`src/rtl/crypt_fetch_ctrl.sv`:
```
// Fetch controller that reads an encrypted instruction word and its key from two ROMs and decrypts it with NROUNDS rotate-xor rounds.
// Optional one-entry last-hit buffer is enabled by defining CRYPT_FETCH_LASTHIT_EN.
module crypt_fetch_ctrl #(
  parameter int XLEN    = 32,
  parameter int AW      = 10,
  parameter int KW      = 4,
  parameter int NROUNDS = 4,
  parameter int ROT     = 3
) (
  input  logic            clk,
  input  logic            Rst,
  input  logic            req_valid,
  output logic            req_ready,
  input  logic [AW-1:0]   req_addr,
  output logic            rsp_valid,
  input  logic            rsp_ready,
  output logic [XLEN-1:0] rsp_data,
  output logic            imem_en,
  output logic            kmem_en,
  output logic [AW-1:0]   imem_addr,
  output logic [KW-1:0]   kmem_addr,
  input  logic [XLEN-1:0] imem_rdata,
  input  logic [XLEN-1:0] kmem_rdata,
  output logic            busy,
  output logic [2:0]      dbg_state
);

  // Handshakes: a transfer happens on a rising edge where valid && ready are both
  // high; the producer holds valid and its payload stable until that edge.

  localparam int CW = (NROUNDS > 1) ? $clog2(NROUNDS) : 1;

  typedef enum logic [2:0] {
    S_IDLE  = 3'd0,
    S_READ  = 3'd1,
    S_LOAD  = 3'd2,
    S_ROUND = 3'd3,
    S_DONE  = 3'd4
  } state_t;

  state_t            r_state;
  state_t            w_next;
  logic [AW-1:0]     r_addr;
  logic [XLEN-1:0]   r_data;
  logic [XLEN-1:0]   r_key;
  logic [CW-1:0]     r_cnt;
  logic              w_accept;
  logic              w_hit;
  logic              w_last_round;
  logic [XLEN-1:0]   w_rot;

  assign w_accept     = req_valid && req_ready;
  assign w_last_round = (r_cnt == CW'(NROUNDS - 1));
  assign w_rot        = (r_data >> ROT) | (r_data << (XLEN - ROT));

`ifdef CRYPT_FETCH_LASTHIT_EN
  logic            r_lh_valid;
  logic [AW-1:0]   r_lh_tag;
  logic [XLEN-1:0] r_lh_data;

  assign w_hit = r_lh_valid && (req_addr == r_lh_tag);

  // Captures every completed response as it is handed to the core.
  always_ff @(posedge clk or posedge Rst) begin
    if (Rst) begin
      r_lh_valid <= 1'b0;
      r_lh_tag   <= '0;
      r_lh_data  <= '0;
    end else if (r_state == S_DONE && rsp_ready) begin
      r_lh_valid <= 1'b1;
      r_lh_tag   <= r_addr;
      r_lh_data  <= r_data;
    end
  end
`else
  assign w_hit = 1'b0;
`endif

  always_ff @(posedge clk or posedge Rst) begin
    if (Rst) begin
      r_state <= S_IDLE;
      r_addr  <= '0;
      r_data  <= '0;
      r_key   <= '0;
      r_cnt   <= '0;
    end else begin
      r_state <= w_next;
      case (r_state)
        S_IDLE: begin
          if (w_accept) begin
            r_addr <= req_addr;
`ifdef CRYPT_FETCH_LASTHIT_EN
            if (w_hit) r_data <= r_lh_data;
`endif
          end
        end
        S_LOAD: begin
          r_data <= imem_rdata;
          r_key  <= kmem_rdata;
          r_cnt  <= '0;
        end
        S_ROUND: begin
          r_data <= w_rot ^ r_key;
          r_cnt  <= r_cnt + CW'(1);
        end
        default: ;
      endcase
    end
  end

  always_comb begin
    w_next = r_state;
    case (r_state)
      S_IDLE:  if (w_accept) w_next = w_hit ? S_DONE : S_READ;
      S_READ:  w_next = S_LOAD;
      S_LOAD:  w_next = S_ROUND;
      S_ROUND: if (w_last_round) w_next = S_DONE;
      S_DONE:  if (rsp_ready) w_next = S_IDLE;
      default: w_next = S_IDLE;
    endcase
  end

  // Request side is closed while reset is held so nothing is accepted on release.
  always_comb begin
    req_ready = (r_state == S_IDLE) && !Rst;
    rsp_valid = (r_state == S_DONE);
    rsp_data  = rsp_valid ? r_data : '0;
    imem_en   = (r_state == S_READ);
    kmem_en   = (r_state == S_READ);
    imem_addr = imem_en ? r_addr : '0;
    kmem_addr = kmem_en ? r_addr[KW-1:0] : '0;
    busy      = (r_state != S_IDLE);
    dbg_state = r_state;
  end

endmodule

```
`config.mk`:
```
export PLATFORM = sky130hd
export DESIGN_NAME = crypt_fetch_ctrl
export DESIGN_NICKNAME = d
export VERILOG_FILES = /design/src/rtl/crypt_fetch_ctrl.sv
export SDC_FILE = /design/constraint.sdc
export NUM_CORES = 1
export LEC_CHECK = 0
export CORE_MARGIN = 5
export CORE_UTILIZATION = 40
export DETAILED_ROUTE_END_ITERATION = 12
export GPL_ROUTABILITY_DRIVEN = 0
export GPL_TIMING_DRIVEN = 0
export PLACE_DENSITY_LB_ADDON = 0.12
export SETUP_SLACK_MARGIN = 0.5
export SLEW_MARGIN = 20
export SYNTH_ARGS = -nofsm -noshare
export SYNTH_HDL_FRONTEND = slang
export SYNTH_SLANG_ARGS = --single-unit
```
`constraint.sdc`:
```
create_clock -name clk -period 3.5 [get_ports clk]
set_input_delay 0.875 -clock clk [delete_from_list [all_inputs] [get_ports clk]]
set_output_delay 0.875 -clock clk [all_outputs]
set_load 0.01 [all_outputs]
```
==> flow_metrics.tcl, run 1 <==
set metrics [dict create \
    status "completed" \
    cts_root_buf "clkbuf_8" \
    arrival_ps 2020 \
    grt_use_met3_pct 4.20 \
    dp_hpwl_um 7560 \
    h-tree-depth 3 \
    cp_max_fo 10 \
    crit_buf_inv 2 \
    grt_max_degree 45 \
    seqCellArea_um2 1980 \
    ys_seq_area_share_pct 50.3 \
    fin_crit_sh_pct 82.8 \
    tns_ps 0 \
    ant_nets 0 \
    die_h_um 109 \
    syn2layout_area_growth_pct 45.5 \
    grt_pass1_wl_um 16800 \
    core.rowCount 36 \
    syn_avg_cell_area_um2 11.5 \
    drt_wl_total_um 10600 \
    power_density_nw_per_um2 764 \
    dieArea_um2 11900 \
    setup_viol 0 \
    hold_class "flop to flop" \
    antenna_found_initial 0 \
    worst_slack_ps 602 \
    antenna_cells 0 \
    initial_core_util_pct 40.6 \
    die_w_um 109 \
    postCtsHoldBufs 0 \
    pin_count 132 \
    dp_slack_ps 458 \
    cts_buffer_depth 2 \
    ir_worst_vdd_mv 0.316 \
    top_usage_layer "met2" \
    clk_latency_ps 360 \
    max_stage_delay_ps 540 \
    path_delay_family "buffers and inverters" \
    startpoint_type "flop" \
    portBuffers 131 \
    crit_path_top_delay_cell "clkdlybuf4s50_1" \
    grt_setup_unrepaired "true" \
    max_slew_margin_pct 65.7 \
    synthDistinctLibCells 24 \
    fillers 871 \
    initialDrtViolationCount 135 \
    syn-num-nets 422 \
    overflow 0 \
    skew_ps 14.0 \
    fin_crit_ps 2900 \
    power_leakage_nw 2.77 \
    fmax_ghz 0.345 \
    yosysWarnings 0 \
    fin_cells 627 \
    slew_viol_final 0 \
    criticalPathCategory "flop to output pin" \
    drc 0 \
    wire_per_inst_um 16.9 \
    clk_pin_slew_ps 80 \
    cp_cell_sequence "nor2_4, clkbuf_4, and3_1, clkdlybuf4s50_1" \
    worstPathRequired_ps 2620 \
    cts_buffers 9 \
    synth_seq_cells 79 \
    final_nets 568 \
    cts_tree "yes" \
    core_area_um2 9680 \
    hold_violations 0 \
    dp.cells 608 \
    grtUsageTotal_pct 18.4 \
    grt_pass1_vias 3259 \
    drive_gt1_share_pct 18.4 \
    gr-usage-met2_pct 29.5 \
    vias 3068 \
    cap_violations 0 \
    syn_area_um2 3930 \
    worst_pin_slew_ps 514 \
    routed_via_density 4.89 \
    firstDrtPassIters 4 \
    endpoint_kind "output pin" \
    synthCells 343 \
    met1_usage_pct 24.7 \
    cts_sinks 79 \
    multi_input_area_um2 1800 \
]
==> final cells by class <==
| class | count | area share (%) |
|---|---|---|
| plain buffers | 29 | 3.30 |
| clock buffers | 11 | 2.47 |
| clock inverters | 5 | 1.01 |
| inverters | 2 | 0.175 |
| multi-input cells | 233 | 31.5 |
| flip-flops and latches | 79 | 34.6 |
| well taps | 133 | 2.91 |
| repair buffers | 135 | 24.0 |
==> worst min-delay path, cell delays in order, from the launching register on <==
cell and delay, ps:
dfrtp_1 360, nand2_1 50, o21ai_0 60
==> metrics by stage <==
step / power [W] / instance area [um^2] / hold WS (ps) / util (%)
floorplan: 0.00307 / 3930 / 454 / -
global placement: 0.00361 / 5410 / 471 / 55.8
detailed placement: 0.00367 / 5440 / 485 / 56.1
CTS: 0.00442 / 5690 / 508 / 58.7
global route: 0.00472 / 5720 / 522 / 59.0
finish: 0.00437 / 5720 / 507 / 59.0
==> worst paths after layout <==
kind	start	to	slack, ps	cells past startpoint
hold reg to reg	r_cnt[1]	r_cnt[1]	510	2
setup reg to reg	dbg_state[2]	r_key[7]	1750	6
setup / recovery	dbg_state[0]	rsp_data[2]	600	4
min in group asynchronous	Rst	r_addr[8]	980	2
hold / removal	r_cnt[1]	r_cnt[1]	510	2
max in group asynchronous	Rst	dbg_state[2]	1900	3
==> per-layer routing <==
metal | wire (um) | vias to the layer above
met5 | 0 | -
met4 | 144 | 0
met3 | 702 | 11
met2 | 4910 | 96
met1 | 4840 | 1501
li1 | - | 1460
==> Yosys cell counts <==
cell / n / area, um^2
dfrtp_1: 79 / 1980
nand2_1: 39 / 146
o21ai_0: 34 / 170
and3_1: 33 / 206
mux2_2: 32 / 360
mux2i_1: 32 / 320
xor2_1: 32 / 280
clkbuf_1: 14 / 52.6
buf_4: 13 / 97.6
and2_1: 10 / 62.6
mux2_4: 9 / 135
buf_2: 2 / 10.0
inv_1: 2 / 7.51
nand2b_1: 2 / 12.5
a21oi_1: 1 / 5.00
ha_1: 1 / 12.5
mux2_1: 1 / 11.3
nor2_1: 1 / 3.75
nor2_4: 1 / 11.3
nor3_1: 1 / 5.00
nor3b_1: 1 / 7.51
nor4_4: 1 / 21.3
o22ai_1: 1 / 6.26
or3_1: 1 / 6.26
==> sequential cells by signal, indices dropped and copies added (netlist names) <==
register and flops:
r_key 32, r_addr 10, dbg_state 3, r_data 32, r_cnt 2
==> what timing repair did <==
action	in CTS	in global routing
setup endpoints to repair	48	36
gates cloned	1	0
setup buffers	1	1
resized for setup	22	16
pin swaps	1	2
==> power breakdown <==
group | switching (W) | internal, W | leakage (nW)
clock | 0.000349 | 0.000348 | 0.0916
combinational | 0.000861 | 0.00103 | 1.74
sequential | 0.000369 | 0.00141 | 0.935
total | 0.00158 | 0.00279 | 2.77
==> cells in the final DEF (no fill, tap or decap), drive strengths merged, types with 2 or more instances in the layout <==
| master | netlist | layout |
|---|---|---|
| xor2 | 32 | 32 |
| clkdlybuf4s50 | 0 | 120 |
| inv | 2 | 2 |
| and2 | 10 | 10 |
| nor2 | 2 | 2 |
| nand2b | 2 | 2 |
| clkbuf | 14 | 25 |
| mux2 | 42 | 42 |
| buf | 15 | 19 |
| and3 | 33 | 33 |
| mux2i | 32 | 32 |
| nand2 | 39 | 39 |
| o21ai | 34 | 34 |
| dlymetal6s2s | 0 | 6 |
| clkinvlp | 0 | 3 |
| dfrtp | 79 | 79 |
| dlygate4sd2 | 0 | 5 |
==> cells by family after synthesis <==
group,after synthesis,share of synthesized area (%)
and+or+nand+nor,90,12.3
DFF,79,50.3
muxes,74,21.1
AOI/OAI and AO/OA,36,4.62
xor gates and xnor gates,32,7.13
buffers and inverters,31,4.27
adders and majority gates,1,0.318
(Power assumes the default switching activity.)
==> run 2, diff against run 1 <==
==> constraint.sdc (replaced) <==
create_clock -name clk -period 2.6 [get_ports clk]
set_input_delay 0.65 -clock clk [delete_from_list [all_inputs] [get_ports clk]]
set_output_delay 0.65 -clock clk [all_outputs]
set_load 0.01 [all_outputs]
==> run 2 against run 1 <==
Cell count up 6.4%. Largest cell class is now non-clock buffers. Clock skew decreased by 7.3 ps. Utilization grew 7.7 points.
==> flow_metrics.tcl, run 2 (synthesized netlist as in run 1, its figures left out) <==
set metrics [dict create \
    status "completed" \
    worst_pin_slew_ps 586 \
    fillers 765 \
    endpoint_kind "output pin" \
    grt_setup_unrepaired "true" \
    arrival_ps 1740 \
    syn2layout_area_growth_pct 64.6 \
    hold_depth 2 \
    core.rowCount 36 \
    vias 3266 \
    rr_startpoint "dbg_state[1]" \
    fin_crit_sh_pct 91.9 \
    min_to "r_cnt[1]" \
    skew_ps 6.73 \
    cts_sinks 79 \
    fin_cells 667 \
    criticalPathCategory "flop to output pin" \
    cp_cell_sequence "clkbuf_8, nor3b_4, clkbuf_8, buf_6, and2_4, buf_6, buf_6" \
    ant_nets 0 \
    clk_pin_slew_ps 80 \
    cts_root_buf "clkbuf_8" \
    drt_wl_total_um 11700 \
    crit_buf_inv 5 \
    worstPathRequired_ps 1950 \
    grt_pass1_wl_um 17900 \
    firstDrtPassIters 4 \
    dp.cells 609 \
    path_depth 7 \
    cts_buffer_depth 2 \
    dp_hpwl_um 7660 \
    portBuffers 131 \
    fin_crit_ps 2390 \
    routed_via_density 4.90 \
    overflow 0 \
    postCtsHoldBufs 0 \
    grtUsageTotal_pct 19.7 \
    initial_core_util_pct 40.6 \
    cp_max_fo 5 \
    cp_common_cell "buf_6" \
    hold_class "flop to flop" \
    startpoint_type "flop" \
    r2r_setup_slack_ps 610 \
    cts_buffers 9 \
    grt_pass1_vias 3427 \
    power_density_nw_per_um2 1010 \
    grt_max_degree 32 \
    crit_path_top_delay_cell "dfrtp_1" \
    cap_violations 0 \
    min_from "r_cnt[1]" \
    layout_common_cells "dfrtp_1, clkdlybuf4s50_1, buf_6" \
    wire_per_inst_um 17.5 \
    reg2reg_to "r_addr[5]" \
    max_slew_margin_pct 60.8 \
    clk_latency_ps 350 \
    pin_count 132 \
    drive_gt1_share_pct 41.0 \
    h-tree-depth 3 \
    slew_viol_final 0 \
    die_w_um 109 \
    hold_violations 0 \
    antenna_cells 0 \
    final_nets 608 \
    fmax_ghz 0.418 \
    core_area_um2 9680 \
    reg_top3 "r_data (32), r_key (32), r_addr (10)" \
    tns_ps 0 \
    initialDrtViolationCount 102 \
    dieArea_um2 11900 \
    path_delay_family "buffers and inverters" \
    r2r_cells 8 \
    max_stage_delay_ps 400 \
    setup_viol 0 \
    antenna_found_initial 0 \
    cts_tree "yes" \
    ir_worst_vdd_mv 0.546 \
    die_h_um 109 \
    power_leakage_nw 3.02 \
    drc 0 \
]
-- run 2: worst min-delay path, stage by stage, from the launching register on --
cell,delay (ps)
dfrtp_1,350
nand2_1,50
o21ai_0,60
-- run 2: metrics by stage --
stage	area [um^2]	util, %	worst slack, ps	total power [W]	hold slack, ps
global placement	5410	55.9	-125	0.00486	470
CTS	6160	63.6	201	0.00642	494
floorplan	3930	-	553	0.00413	454
detailed placement	5450	56.3	-124	0.00496	474
finish	6460	66.8	210	0.00655	496
global route	6460	66.8	123	0.00702	527
-- run 2: routing by layer --
metal	track usage [%]	routed length, um	up-vias
li1	-	-	1540
met1	26.3	5030	1588
met2	31.5	5570	126
met3	4.50	919	12
met4	6.67	166	0
met5	0	0	-
-- run 2: cell type report --
type	count	area (um^2)	share of cell area, %
flip-flops and latches	79	1980	30.6
multi-input cells	233	1970	30.4
repair buffers	175	1820	28.1
plain buffers	29	278	4.30
clock buffers	14	183	2.83
well taps	133	166	2.57
clock inverters	2	60.1	0.929
inverters	2	11.3	0.174
-- run 2: repair_timing --
action,4_1_cts,5_1_grt
gates cloned,5,2
setup buffers,29,6
pin swaps,15,9
endpoints found under the hold margin,0,0
resized for setup,296,59
endpoints found under the setup margin,53,52
-- run 2: how the worst max path moves through the flow --
stage | start | end | slack (ps)
after CTS | dbg_state[2] | kmem_addr[1] | 200
after floorplan | dbg_state[2] | kmem_addr[0] | 550
after global routing | dbg_state[2] | kmem_addr[1] | 120
after detailed placement | dbg_state[0] | rsp_data[4] | -120
after global placement | dbg_state[1] | rsp_data[10] | -120
final | dbg_state[2] | kmem_addr[1] | 210
-- run 2: report_power, final --
part / switching, W / total (W) / internal, W
combinational: 0.00132 / 0.00304 / 0.00172
sequential: 0.000521 / 0.00241 / 0.00189
clock: 0.000450 / 0.00110 / 0.000647
==> run 3, diff against run 2 <==
--- a/config.mk
+++ b/config.mk
@@ -5,6 +5,7 @@
 export SDC_FILE = /design/constraint.sdc
 export NUM_CORES = 1
 export LEC_CHECK = 0
+export CAP_MARGIN = 25
 export CORE_MARGIN = 5
 export CORE_UTILIZATION = 40
 export DETAILED_ROUTE_END_ITERATION = 12
==> constraint.sdc (replaced) <==
create_clock -name clk -period 2.68 [get_ports clk]
set_input_delay 0.67 -clock clk [delete_from_list [all_inputs] [get_ports clk]]
set_output_delay 0.67 -clock clk [all_outputs]
set_load 0.01 [all_outputs]
==> run 3 against run 2 <==
Routed wire length up 1.4%. Sequential power decreased by 4%. First-iteration DRC count is 14% higher. Critical path type unchanged. Highest routed layer unchanged.
==> flow_metrics.tcl, run 3 (synthesized netlist as in run 1, its figures left out) <==
set metrics [dict create \
    status "completed" \
    drc 0 \
    die_h_um 109 \
    core.rowCount 36 \
    vias 3241 \
    hold_class "flop to flop" \
    r2r_setup_slack_ps 780 \
    ant_nets 0 \
    layout_common_cells "clkdlybuf4s50_1, dfrtp_1, buf_6" \
    cts_root_buf "clkbuf_8" \
    rr_startpoint "dbg_state[1]" \
    hold_violations 0 \
    slew_viol_final 0 \
    dieArea_um2 11900 \
    clk_pin_slew_ps 80 \
    h-tree-depth 3 \
    cap_violations 0 \
    fmax_ghz 0.413 \
    drt_wl_total_um 11900 \
    grtUsageTotal_pct 19.3 \
    r2r_cells 8 \
    power_leakage_nw 2.95 \
    holdWs_ps 514 \
    max_slew_margin_pct 62.0 \
    min_from "r_addr[7]" \
    tns_ps 0 \
    cts_tree "yes" \
    overflow 0 \
    startpoint_type "flop" \
    clk_latency_ps 350 \
    hold_depth 1 \
    reg_top3 "r_data (32), r_key (32), r_addr (10)" \
    placed_cell_area_um2 5450 \
    cts_sinks 79 \
    drive_gt1_share_pct 39.1 \
    pin_count 132 \
    final_nets 599 \
    initialDrtViolationCount 116 \
    design_area_um2 6310 \
    initial_core_util_pct 40.6 \
    postCtsHoldBufs 0 \
    p_total_w 0.00629 \
    antenna_found_initial 0 \
    dp_hpwl_um 7730 \
    setup_viol 0 \
    cp_max_fo 4 \
    fin_crit_ps 2420 \
    syn2layout_area_growth_pct 60.6 \
    firstDrtPassIters 4 \
    worstPathRequired_ps 2010 \
    portBuffers 131 \
    grt_max_degree 33 \
    worst_pin_slew_ps 568 \
    power_density_nw_per_um2 997 \
    cts_buffers 9 \
    antenna_cells 0 \
    criticalPathCategory "flop to output pin" \
    skew_ps 11.8 \
    fin_crit_sh_pct 90.4 \
    grt_pass1_vias 3439 \
    core_area_um2 9680 \
    ir_worst_vdd_mv 0.441 \
    grt_setup_unrepaired "true" \
    reg2reg_to "r_data[17]" \
    min_to "r_addr[7]" \
    routed_via_density 4.95 \
    final_common_cell "clkdlybuf4s50_1" \
    wire_per_inst_um 18.1 \
    grt_pass1_wl_um 17600 \
    die_w_um 109 \
    endpoint_kind "output pin" \
    cts_buffer_depth 2 \
    arrival_ps 1750 \
]
run 3: changes by cell type in the layout (fill, tap and decap cells not counted), moves of 3 or more:
cell	delta
and3_4	-3
and3_1	+3
buf_2	+6
buf_6	-14
run 3: how the worst max path moves through the flow:
stage / from / to / slack [ps]
2_1_floorplan: dbg_state[2] / kmem_addr[0] / 510
3_3_place_gp: dbg_state[2] / kmem_addr[3] / -110
3_5_place_dp: dbg_state[2] / kmem_addr[3] / -140
4_1_cts: dbg_state[2] / kmem_addr[1] / 270
5_1_grt: dbg_state[2] / kmem_addr[1] / 210
6_report: dbg_state[1] / kmem_addr[0] / 260
run 3: stage by stage:
stage	worst slack, ps	utilization [%]	instances
finish	257	65.1	655
global route	214	65.1	655
CTS	267	62.2	649
detailed placement	-135	56.3	609
global placement	-113	55.9	607
floorplan	508	-	343
run 3: metal layers:
layer	vias to the layer above	share of wire (%)	global-route usage [%]	wire length [um]
met5	-	0	0	0
met4	0	0.62	5.05	74
met3	9	7.3	5.98	868
met2	116	49	31.1	5750
met1	1597	43	25.4	5160
li1	1519	-	-	-
run 3: timing repair:
| item | in CTS | in global routing |
|---|---|---|
| setup buffers | 23 | 4 |
| resized for setup | 278 | 63 |
| cloned | 4 | 2 |
| endpoints found under the hold margin | 0 | 0 |
| pin swaps | 18 | 6 |
| endpoints found under the setup margin | 51 | 52 |
run 3: power breakdown:
group / total, W / internal (W) / switching [W]
sequential: 0.00232 / 0.00184 / 0.000489
combinational: 0.00293 / 0.00163 / 0.00130
clock: 0.00104 / 0.000604 / 0.000433
run 3: area by class of cell:
type / instances / area, um^2
plain buffers: 29 / 292
clock buffers: 9 / 124
clock inverters: 4 / 97.6
fillers: 790 / 3380
inverters: 2 / 11.3
multi-input cells: 233 / 1950
flip-flops and latches: 79 / 1980
well taps: 133 / 166
repair buffers: 166 / 1690
run 3: critical path, stage by stage, from the launching register on:
cell and delay, ps:
dfrtp_2 430, buf_6 140, nor3b_4 260, clkbuf_8 190, buf_6 90, and2_4 130, buf_6 80, buf_6 90
==> edit (config.mk and constraints of run 3) <==
Change the parameter `XLEN` from 32 to 64.
--- a/src/rtl/crypt_fetch_ctrl.sv
+++ b/src/rtl/crypt_fetch_ctrl.sv
@@ -1,7 +1,7 @@
 // Fetch controller that reads an encrypted instruction word and its key from two ROMs and decrypts it with NROUNDS rotate-xor rounds.
 // Optional one-entry last-hit buffer is enabled by defining CRYPT_FETCH_LASTHIT_EN.
 module crypt_fetch_ctrl #(
-  parameter int XLEN    = 32,
+  parameter int XLEN    = 64,
   parameter int AW      = 10,
   parameter int KW      = 4,
   parameter int NROUNDS = 4,
Interface: changed (resized imem_rdata, kmem_rdata and rsp_data); port bits go from 132 to 228. No check against the original RTL was run, so the function may have changed too.
==> edit against run 3 <==
- final cell count increased by 75%
- area after synthesis increased by 87%
- cell area increased by 79%
- power increased by 91%
- worst setup slack got worse by 74 ps
- maximum frequency decreased by 3.0%
- sequential cell count increased by 64
- wire length increased by 88%
- largest power group unchanged
==> edit: results (changes against run 3) <==
Status
  • Outcome: finished, final reports clean

Power and ir drop
  • Maximum VDD drop: 0.7190 mV (+63%)
  • Clock group: 2.22 mW (+110%)
  • Switching share of power: 35.29% (about the same)
  • LEAKAGE: 5.400 nW (+83%)
  • Seq pwr share: 35.7% (-1.3 points)

Yosys
  • Most frequent cells after synthesis: dfrtp_1 (143), nand2_1 (71), o21ai_0 (66)
  • Cells after synthesis: 620 (+81%)
  • Synthesis warning total: 0 (unchanged)
  • Seq/Total Area, Yosys: 48.64% (-1.7 points)
  • Synth area leaders: dfrtp_1 (49%), mux2_4 (12%), mux2i_1 (8.7%), xor2_1 (7.6%), and3_1 (5.5%)
  • Async SR Flop Fraction: 100.0% (unchanged)
  • Syn_nets: 763 (+81%)
  • Post-synth cell types: 25 (+4.2%)

Clock network
  • Num CTS Buffers: 17 (+8)
  • Clk buf depth: 2 (unchanged)
  • Clk pin slew, worst setup/hold paths: 60 ps (-20 ps)
  • CTS Root Cell: clkbuf_16
  • Htree depth: 4 (+1)
  • Clk Latency, worst-skew pair: 420 ps (+70 ps)

Placement
  • Count of input and output buffers: 227 (+73%)
  • Place WS: -319.6 ps (-184.4 ps)
  • Placed cells: 1080 (+77%)
  • Hpwl dp: 15.56 mm (+100%)

STA
  • Worst Hold Slack: 501.8 ps (-12.20 ps)
  • Worst slew margin: 66.36% (+4.3 points)
  • Max Clock Skew: 8.803 ps (-3.028 ps)

Drt
  • Via density: 5.015 (+1.3%)
  • WL per Instance: 19.51 um (+7.8%)
  • DRT iter0 DRCs: 221 (+91%)
  • Pre-antenna DRT Iters: 6 (+2)

GRT
  • Grt met2 use: 34.04% (+2.9 points)
  • GRT Util Overall: 20.62% (+1.3 points)
  • Largest net degree at the start of global routing: 33 (unchanged)
  • Grt met1 use: 26.59% (+1.2 points)
  • Global Route met3 Usage: 6.353% (+0.37 points)
  • Initial antenna violation count: 0 (unchanged)
  • First-pass GRT wire length: 34.98 mm (+99%)
  • Vias in the first global route: 6381 (+86%)

Worst setup path
  • RR Endpoint: r_key[1]
  • CP max-delay cell: dfrtp_1
  • CP Data Arrival Time: 1830 ps (+80 ps)
  • Reg2reg start: dbg_state[0]
  • Worst reg2reg path depth: 7 (-1)
  • Slowest cell delay on critical path: 410 ps (-20 ps)
  • R2R setup slack: 750 ps (-30 ps)
  • CP top delay family: buffers and inverters
  • Worst-path maximum fanout: 9 (+5)

Layout
  • N_diodes: 0 (unchanged)
  • Nets@finish: 1047 (+75%)
  • Regs by FF count: r_data x64, r_key x64, r_addr x10
  • Non-Filler Instances: 1145 (+75%)
  • Fillers: 1414 (+79%)
  • Share of layout cells above drive strength 1: 34.83% (-4.3 points)

Worst hold path
  • HP Class: primary input to asynchronous set/reset pin
## edit: per-stage QoR
step                      area [um2]  TNS, ps  power [mW]  utilization, %
after floorplan                 7361        0       7.853               -
after global placement          9920  -176300       9.101           55.03
after detailed placement       10000    -8054       9.306           55.48
after CTS                      11090        0       11.97           61.52
after global routing           11270        0       12.81           62.54
final                          11270        0       12.02           62.54
## edit: repair_timing
| action | 4_1_cts | 5_1_grt |
|---|---|---|
| setup endpoints to repair | 85 | 83 |
| resized for setup | 456 | 37 |
| cloned | 3 | 2 |
| buffers inserted | 24 | 5 |
| pin swaps | 9 | 3 |
| hold buffers | 0 | 0 |
## edit: cell type report
class                           instances  area, um2  share of cell area (%)
Buffer                                 50      550.5                   4.884
Clock inverter                         11      92.59                  0.8214
Clock buffer                           20      456.7                   4.051
Multi-Input combinational cell        425       3635                   32.25
Timing Repair Buffer                  265       2659                   23.59
Tap cell                              229      286.5                   2.542
Inverter                                2      11.26                 0.09990
Sequential cell                       143       3581                   31.77
## edit: per-layer routing
layer	wire [um]	part of all wire, %
met5	0	0
met2	10890	49
met1	9914	44
met4	328	1.5
met3	1203	5.4
## edit: cells by family (layout without fill, tap and decap cells)
group | count (synthesis) | after routing | share of synthesized area (%)
fa+ha+maj | 1 | 1 | 0.1700
simple gates | 154 | 154 | 11.04
xor+xnor | 64 | 64 | 7.619
mux | 138 | 138 | 23.10
flops | 143 | 143 | 48.64
compound gates | 68 | 68 | 4.643
buf+inv | 52 | 348 | 4.796
## edit: how the worst max path moves through the flow
stage,slack [ps],start,to
after detailed placement,-320,dbg_state[2],rsp_data[58]
after floorplan,220,Rst,dbg_state[0]
final,180,dbg_state[0],rsp_data[26]
after global routing,110,dbg_state[0],rsp_data[26]
after global placement,-1190,Rst,r_key[37]
after CTS,180,dbg_state[0],rsp_data[47]
